$ cat config.mk
export PLATFORM = sky130hd
export DESIGN_NAME = bram_capture_ctrl
export DESIGN_NICKNAME = d
export VERILOG_FILES = /design/src/rtl/bram_capture_ctrl.sv
export SDC_FILE = /design/constraint.sdc
export NUM_CORES = 1
export LEC_CHECK = 0
export CORE_MARGIN = 1
export CORE_UTILIZATION = 44
export CTS_BUF_LIST = sky130_fd_sc_hd__clkbuf_2 sky130_fd_sc_hd__clkbuf_4 sky130_fd_sc_hd__clkbuf_8
export CTS_CLUSTER_DIAMETER = 80
export CTS_CLUSTER_SIZE = 12
export DETAILED_ROUTE_END_ITERATION = 6
export PLACE_DENSITY_LB_ADDON = 0.12
export REMOVE_ABC_BUFFERS = 1
export SLEW_MARGIN = 20
export SYNTH_ARGS = -nofsm -noshare
export SYNTH_HDL_FRONTEND = slang
export SYNTH_SLANG_ARGS = --single-unit
$ cat constraint.sdc
create_clock -name clock -period 2.13 [get_ports clock]
set_input_delay 0.5325 -clock clock [delete_from_list [all_inputs] [get_ports clock]]
set_output_delay 0.5325 -clock clock [all_outputs]
set_load 0.01 [all_outputs]
$ cat src/rtl/bram_capture_ctrl.sv
// bram_capture_ctrl: capture sequencer for the 32-bit filter-data block RAM.
// Writes a strobed sample stream into consecutive RAM addresses (IDLE/CAPTURE/DONE),
// then serves single-word readout requests from the CPU side.
// Optional feature macro: CIRCULAR_CAPTURE_EN (write pointer wraps, capture runs until stop).
// o_count saturates at DEPTH; DEPTH is assumed to be representable in ADDR_WIDTH bits.
module bram_capture_ctrl #(
  parameter int DATA_WIDTH  = 32,
  parameter int DEPTH       = 32000,
  parameter int ADDR_WIDTH  = 16,
  parameter int RAM_LATENCY = 1
) (
  input  logic                  clock,
  input  logic                  rstb,
  input  logic                  i_start,
  input  logic                  i_stop,
  input  logic                  i_sample_valid,
  input  logic [DATA_WIDTH-1:0] i_sample,
  input  logic                  i_rd_req,
  input  logic [ADDR_WIDTH-1:0] i_rd_addr,
  output logic [DATA_WIDTH-1:0] o_rd_data,
  output logic                  o_rd_valid,
  output logic                  o_rd_err,
  output logic                  o_rd_busy,
  output logic                  o_busy,
  output logic                  o_full,
  output logic [ADDR_WIDTH-1:0] o_count,
  output logic [ADDR_WIDTH-1:0] o_wr_ptr,
  output logic                  o_ram_wr_en,
  output logic [ADDR_WIDTH-1:0] o_ram_wr_addr,
  output logic [DATA_WIDTH-1:0] o_ram_wr_data,
  output logic                  o_ram_rd_en,
  output logic [ADDR_WIDTH-1:0] o_ram_rd_addr,
  input  logic [DATA_WIDTH-1:0] i_ram_rd_data
);

  typedef enum logic [1:0] {
    IDLE    = 2'd0,
    CAPTURE = 2'd1,
    DONE    = 2'd2
  } state_t;

  localparam logic [ADDR_WIDTH-1:0] LAST_ADDR   = ADDR_WIDTH'(DEPTH - 1);
  localparam logic [ADDR_WIDTH-1:0] DEPTH_COUNT = ADDR_WIDTH'(DEPTH);
  localparam logic [ADDR_WIDTH:0]   DEPTH_WIDE  = (ADDR_WIDTH + 1)'(DEPTH);

  state_t state;
  state_t state_next;

  logic start_acc;
  logic wr_acc;
  logic at_last;
  logic rd_acc;
  logic rd_oob;
  logic ram_ready;

  logic [RAM_LATENCY-1:0] rd_pipe;

  // Next-state and acceptance decode for capture and readout requests
  always_comb begin
    state_next = state;
    start_acc  = 1'b0;
    wr_acc     = 1'b0;
    at_last    = (o_wr_ptr == LAST_ADDR);
    rd_acc     = i_rd_req && (state != CAPTURE) && !o_rd_busy;
    rd_oob     = ({1'b0, i_rd_addr} >= DEPTH_WIDE);
    ram_ready  = rd_pipe[RAM_LATENCY-1];
    case (state)
      IDLE, DONE: begin
        if (i_start) begin
          start_acc  = 1'b1;
          state_next = CAPTURE;
        end else begin
          state_next = state;
        end
      end
      CAPTURE: begin
        wr_acc = i_sample_valid;
`ifdef CIRCULAR_CAPTURE_EN
        if (i_stop) begin
          state_next = DONE;
        end else begin
          state_next = CAPTURE;
        end
`else
        // One-shot: the write to the last address ends the capture on its own
        if (i_stop || (i_sample_valid && at_last)) begin
          state_next = DONE;
        end else begin
          state_next = CAPTURE;
        end
`endif
      end
      default: begin
        state_next = IDLE;
      end
    endcase
  end

  // State register; o_busy mirrors the CAPTURE state as a register
  always_ff @(posedge clock) begin
    if (rstb) begin
      state  <= IDLE;
      o_busy <= 1'b0;
    end else begin
      state  <= state_next;
      o_busy <= (state_next == CAPTURE);
    end
  end

  // Capture datapath: RAM write strobe, pointer, count and full flag
  always_ff @(posedge clock) begin
    if (rstb) begin
      o_ram_wr_en   <= 1'b0;
      o_ram_wr_addr <= '0;
      o_ram_wr_data <= '0;
      o_wr_ptr      <= '0;
      o_count       <= '0;
      o_full        <= 1'b0;
    end else begin
      o_ram_wr_en <= wr_acc;
      if (wr_acc) begin
        o_ram_wr_addr <= o_wr_ptr;
        o_ram_wr_data <= i_sample;
      end else begin
        o_ram_wr_addr <= o_ram_wr_addr;
        o_ram_wr_data <= o_ram_wr_data;
      end
      if (start_acc) begin
        o_wr_ptr <= '0;
        o_count  <= '0;
        o_full   <= 1'b0;
      end else if (wr_acc) begin
`ifdef CIRCULAR_CAPTURE_EN
        o_wr_ptr <= at_last ? '0 : (o_wr_ptr + ADDR_WIDTH'(1));
`else
        o_wr_ptr <= o_wr_ptr + ADDR_WIDTH'(1);
`endif
        if (o_count != DEPTH_COUNT) begin
          o_count <= o_count + ADDR_WIDTH'(1);
        end else begin
          o_count <= o_count;
        end
        if (at_last) begin
          o_full <= 1'b1;
        end else begin
          o_full <= o_full;
        end
      end else begin
        o_wr_ptr <= o_wr_ptr;
        o_count  <= o_count;
        o_full   <= o_full;
      end
    end
  end

  // Readout sequencer: one-cycle RAM read strobe, latency pipeline, data capture and strobes
  always_ff @(posedge clock) begin
    if (rstb) begin
      o_ram_rd_en   <= 1'b0;
      o_ram_rd_addr <= '0;
      rd_pipe       <= '0;
      o_rd_data     <= '0;
      o_rd_valid    <= 1'b0;
      o_rd_err      <= 1'b0;
      o_rd_busy     <= 1'b0;
    end else begin
      o_ram_rd_en <= rd_acc && !rd_oob;
      if (rd_acc && !rd_oob) begin
        o_ram_rd_addr <= i_rd_addr;
      end else begin
        o_ram_rd_addr <= o_ram_rd_addr;
      end
      // The MSB of the pipe marks the cycle in which RAM data is valid
      rd_pipe    <= RAM_LATENCY'({rd_pipe, o_ram_rd_en});
      o_rd_valid <= 1'b0;
      o_rd_err   <= 1'b0;
      if (rd_acc && rd_oob) begin
        o_rd_valid <= 1'b1;
        o_rd_err   <= 1'b1;
        o_rd_data  <= '0;
        o_rd_busy  <= 1'b0;
      end else if (rd_acc) begin
        o_rd_busy  <= 1'b1;
      end else if (ram_ready) begin
        o_rd_valid <= 1'b1;
        o_rd_data  <= i_ram_rd_data;
        o_rd_busy  <= 1'b0;
      end else begin
        o_rd_data  <= o_rd_data;
        o_rd_busy  <= o_rd_busy;
      end
    end
  end

endmodule

==> metrics, run 1 <==
outcome finished, final reports clean; Total Wirelength 14500 um; initial antenna violation count 0; Critical Path Fanout Max 6; Die ar. 0.0123 sq mm; gpl congestion 0.829; Final Cycle Share 95.4%; Total Power 5.49 mW; Cells after Synth 617; Worst EP required 1.60 ns; Crit. End Element output pin; Max stage delay on crit path 0.62 ns; Synth warnings 0; first-pass GRT wire length 23800 um; largest net degree at the start of global routing 51; drt initial violations 245; CTS Buf Count 17; final hold viol count 0; diode count 0; Final min period 2.03 ns; WP data arrival 1.50 ns; CTS tree yes; Worst-Margin Slew 0.495 ns; Critical Path, Cell by Cell clkdlybuf4s50_1; fin nets 939; Post-CTS Setup Bufs 0; area share of the largest cell type after synthesis 52.9%; WHS 0.453 ns; hold crit path type reg2reg; core area 0.0115 sq mm; power density over the cells 673 mW/mm^2; asr flop ratio synth 0%; Area contributors post-synth dfxtp_1, nand2_1, a21oi_1, mux2i_1, nor2_1; layout cells sized above 1 9.15%; clk_lat worst skew 0.43 ns; I/O pin count 221; FP Rows 39; Final Max Tran Viols 0; grt ovf 0; most frequent cell after synthesis nand2_1; main flop type after synthesis dfxtp_1; via count of the first global-routing pass 4993; Post-synth EDFFs 0; Setup Viol. Count Final 0; Peak VDD IR 0.574 mV; Synth Register Bits 138; Seq/Total Area, Yosys 52.9%; clock transition at the registers of the reported paths 0.07 ns; Avg WL per Cell 14.4 um; CTS HTree Levels 4; DR vias 5082; Clock Tree Root clkbuf_8; P&R area growth vs syn 56.2%; Synth cell types 46; CP max stage cell clkdlybuf4s50_1; detailed placer's ending HPWL 10300 um; Slew HR 66.7%; Buffers on Ports 220; Syn Area/Cell 8.46 sq um; cell family with most CP delay buffers and inverters; Buf+Inv Stages, Crit Path 1; RSZ-0062 raised after global routing no; post-layout util 71.1%; Initial DRT Pass Iterations 4; Synth area leader dfxtp_1; max_cap viols 0; multi-input logic area 0.00228 sq mm; via density per instance 5.05; initial core utilization 45.5%; aggregate global-route resource usage 23.9%; worst setup path category reg2out; DP Area 0.00772 sq mm; die width 111 um; # fillers 904; CTS Buffer Depth 2; number of remaining DRC errors 0; clk sinks 138; top cells by count, synth nand2_1, dfxtp_1, a21oi_1, nor2_1, clkbuf_1; synthesized cell area 0.00522 sq mm; leakage 2.80 nW; Reg area 0.00276 sq mm; startpoint types flop; f_max 0.492 GHz; Worst Skew 0.0101 ns; Design Area, Final 0.00816 sq mm; antenna violation net count after detailed routing 0; die height 111 um
[layout make-up]
type / instances / share of cell area [%]
clock inverter: 11 / 1.75
timing repair buffer: 249 / 30.2
tap: 143 / 2.19
inverter: 10 / 0.460
multi-input combinational: 434 / 27.9
clock buffer: 21 / 3.54
sequential: 138 / 33.9
[flip-flops by register name, summed over array words and instances (netlist names)]
register,cells
o_rd_valid,1
o_count,16
o_ram_rd_en,1
o_rd_err,1
state,2
o_ram_wr_addr,16
o_busy,1
ram_ready,1
o_rd_busy,1
o_rd_data,32
o_ram_rd_addr,16
o_ram_wr_en,1
o_wr_ptr,16
o_full,1
o_ram_wr_data,32
[through the flow]
| step | worst slack (ns) | std cells | TNS [ns] |
|---|---|---|---|
| finish | 0.0975 | 1006 | 0 |
| global route | 0.00858 | 1006 | 0 |
| CTS | 0.0333 | 1006 | 0 |
| detailed placement | -0.201 | 974 | -2.69 |
| global placement | -0.170 | 974 | -1.44 |
| floorplan | -0.0570 | 582 | -2.33 |
[report_power, final]
group / internal [mW] / switching [mW] / total [mW]
Combinational: 0.318 / 0.244 / 0.562
Sequential: 2.64 / 0.0345 / 2.67
Clock: 1.28 / 0.977 / 2.25
Total: 4.23 / 1.26 / 5.49
[path summary, 6_finish.rpt]
path                    startpoint                to  slack [ns]  depth (start not counted)
hold / removal    o_ram_wr_addr[2]  o_ram_wr_addr[2]        0.45                          2
hold reg to reg   o_ram_wr_addr[2]  o_ram_wr_addr[2]        0.45                          2
setup reg to reg        o_count[4]       o_count[12]        0.27                          4
setup / recovery       o_wr_ptr[3]       o_wr_ptr[3]         0.1                          1
[cell usage in the layout, fill, tap and decap left out, types with 4 or more instances in the layout]
cell,synthesis,routed
clkdlybuf4s50_1,0,219
nand2_1,176,176
dfxtp_1,138,137
a21oi_1,93,93
nor2_1,40,40
buf_4,0,25
clkbuf_8,0,21
mux2i_1,16,16
xnor2_1,13,13
inv_1,10,10
nand4_1,9,9
or3_1,9,9
o21ai_0,8,8
nor3_1,7,7
nand3_1,6,6
nand2b_1,5,5
nor4_1,5,5
clkinvlp_4,0,5
o211ai_1,4,4
xor2_1,4,4
buf_12,0,4
[cell families (layout without fill, tap and decap cells)]
| family | after synthesis | in the layout | synth area share [%] |
|---|---|---|---|
| compound gates | 116 | 116 | 12.3 |
| buf+inv | 45 | 291 | 3.60 |
| flops | 138 | 138 | 52.9 |
| mux | 16 | 16 | 3.07 |
| simple gates | 282 | 282 | 24.6 |
| xor+xnor | 17 | 17 | 2.85 |
| fa+ha+maj | 3 | 3 | 0.719 |
[worst min-delay path: stages (launching register included)]
cell and delay, ns:
dfxtp_1 0.31, nand2_1 0.05, a21oi_1 0.05
[metal layers]
layer	track usage (%)	part of all wire [%]	vias to the layer above
li1	-	-	2528
met1	28.0	42	2341
met2	38.9	48	187
met3	9.35	8.4	26
met4	10.3	2.2	0
met5	0	0	-
[what timing repair did]
| item | CTS | global route |
|---|---|---|
| endpoints found under the setup margin | 0 | 1 |
| resized for setup | 0 | 1 |
| hold buffers | 0 | 0 |
No activity file was read; power rests on OpenSTA's default activity.
==> inputs of run 2 (changes only) <==
--- a/config.mk
+++ b/config.mk
@@ -8,7 +8,6 @@
 export CORE_MARGIN = 1
 export CORE_UTILIZATION = 44
 export CTS_BUF_LIST = sky130_fd_sc_hd__clkbuf_2 sky130_fd_sc_hd__clkbuf_4 sky130_fd_sc_hd__clkbuf_8
-export CTS_CLUSTER_DIAMETER = 80
 export CTS_CLUSTER_SIZE = 12
 export DETAILED_ROUTE_END_ITERATION = 6
 export PLACE_DENSITY_LB_ADDON = 0.12
==> results of run 2 <==
No change in the layout: final DEF, timing and power equal those of run 1.
==> inputs of run 3 (changes only) <==
==> constraint.sdc (replaced) <==
create_clock -name clock -period 2.1 [get_ports clock]
set_input_delay 0.525 -clock clock [delete_from_list [all_inputs] [get_ports clock]]
set_output_delay 0.525 -clock clock [all_outputs]
set_load 0.01 [all_outputs]
==> run 3 against run 2 <==
Design area up 0.35%. Core utilization increased by 0.25 points. Worst setup slack worse by 0.020 ns. Register-to-register slack got worse by 0.10 ns. Sequential share of layout area shrank 0.10 points. Total power rose by 4.3%. Largest cell class unchanged. Clock skew shrank 0.0018 ns. Critical path type unchanged. Cell count is the same. Sequential cell count is the same. Global-route usage grew 0.38 points.
==> metrics, run 3 (synthesis results as in run 1) <==
Total Wirelength 14500 um (-0.19%); Peak VDD IR 0.521 mV (-9.3%); detailed placer's ending HPWL 10300 um (+0.36%); die width 111 um (unchanged); die height 111 um (unchanged); Avg WL per Cell 14.4 um (-0.19%); initial core utilization 45.5% (unchanged); Final Cycle Share 96.3%; number of remaining DRC errors 0 (unchanged); WP data arrival 1.50 ns (about the same); Design Area, Final 0.00818 sq mm (+0.35%); P&R area growth vs syn 56.8%; Crit. End Element output pin; via density per instance 5.06 (+0.12%); Buffers on Ports 220 (unchanged); I/O pin count 221 (unchanged); Clock Tree Root clkbuf_8; Initial DRT Pass Iterations 4 (unchanged); Critical Path Fanout Max 6 (unchanged); gpl congestion 0.829 (unchanged); Die ar. 0.0123 sq mm (unchanged); power density over the cells 699 mW/mm^2 (+4.0%); Final min period 2.02 ns; max_cap viols 0 (unchanged); Post-CTS Setup Bufs 0 (unchanged); CTS HTree Levels 4 (unchanged); outcome finished, final reports clean; leakage 2.82 nW (+0.78%); CTS Buffer Depth 2 (unchanged); layout cells sized above 1 9.27% (+0.12 points); fin nets 939 (unchanged); Slew HR 66.0% (-0.67 points); Critical Path, Cell by Cell clkdlybuf4s50_1; initial antenna violation count 0 (unchanged); R2R depth 4 (unchanged); largest net degree at the start of global routing 51 (unchanged); clk sinks 138 (unchanged); Max stage delay on crit path 0.61 ns (about the same); most common cell after layout, fill and taps aside clkdlybuf4s50_1; Setup Viol. Count Final 0 (unchanged); via count of the first global-routing pass 5107 (+2.3%); f_max 0.494 GHz; startpoint types flop; Hold Path Cell Cnt 2 (unchanged); Post-CTS Hold Buffers 0 (unchanged); first-pass GRT wire length 24200 um (+1.7%); DP Area 0.00772 sq mm (unchanged); FP Rows 39 (unchanged); Worst EP required 1.57 ns (-0.03 ns); clock transition at the registers of the reported paths 0.07 ns (about the same); Final Max Tran Viols 0 (unchanged); diode count 0 (unchanged); RSZ-0062 raised after global routing no; Worst-Margin Slew 0.505 ns (+0.00991 ns); worst setup path category reg2out; cell family with most CP delay buffers and inverters; CTS Buf Count 17 (unchanged); DR vias 5088 (+0.12%); CP max stage cell clkdlybuf4s50_1; clk_lat worst skew 0.44 ns (about the same); most frequent cells in the layout clkdlybuf4s50_1, nand2_1, dfxtp_1; WHS 0.452 ns (-0.00106 ns); Crit path depth 1 (unchanged); core area 0.0115 sq mm (unchanged); drt initial violations 268 (+9.4%); Layout Cells excl Fill 1006 (unchanged); Largest regs o_ram_wr_data (32), o_rd_data (32); Worst Skew 0.00833 ns (-0.00175 ns); Buf+Inv Stages, Crit Path 1 (unchanged); antenna violation net count after detailed routing 0 (unchanged); Cells after DPL 974 (unchanged); hold crit path type reg2reg; Post-CTS Resized 0 (unchanged); aggregate global-route resource usage 24.3% (+0.38 points); grt ovf 0 (unchanged); final hold viol count 0 (unchanged); CTS tree yes
==> run 3: layout make-up <==
cell class	count	area [sq um]
fillers	891	3280
flip-flops and latches	138	2770
repair buffers	249	2460
multi-input cells	434	2280
clock buffers	19	262
clock inverters	13	198
well taps	143	179
inverters	10	37.5
==> run 3: power breakdown <==
part / leakage (nW) / internal, mW / total (mW) / switching [mW]
registers: 1.12 / 2.67 / 2.71 / 0.0359
logic: 1.47 / 0.323 / 0.569 / 0.246
clock network: 0.227 / 1.47 / 2.44 / 0.979
==> run 3: layer usage <==
metal  GRT usage (%)  share of wire, %  up-vias
li1                -                 -     2528
met1            27.7                41     2342
met2            41.0                48      191
met3            8.75               7.9       27
met4            10.4               2.2        0
met5               0                 0        -
==> run 3: final timing paths <==
| check | startpoint | slack [ns] | endpoint |
|---|---|---|---|
| setup / recovery | o_wr_ptr[0] | 0.08 | o_wr_ptr[0] |
| hold / removal | o_ram_wr_data[18] | 0.45 | o_ram_wr_data[18] |
| setup reg to reg | o_count[2] | 0.17 | o_count[2] |
| hold reg to reg | o_ram_wr_data[18] | 0.45 | o_ram_wr_data[18] |
==> run 3: metrics by stage <==
step                      utilization, %  setup slack [ns]  power [mW]  TNS [ns]
after floorplan                        -           -0.0795        2.95     -3.44
after global placement              67.3            -0.193        3.32     -2.04
after detailed placement            67.3            -0.227        3.34     -3.90
after CTS                           71.3            0.0283        5.79         0
after global routing                71.4           0.00446        5.96         0
final                               71.4            0.0773        5.72         0
==> run 3: worst register-to-register path, delay by kind of cell (launching register included) <==
family           cells  cell delay, ns
AND/OR/NAND/NOR      2            1.13
AO/OA/AOI/OAI        2            0.37
flip-flops           1            0.37
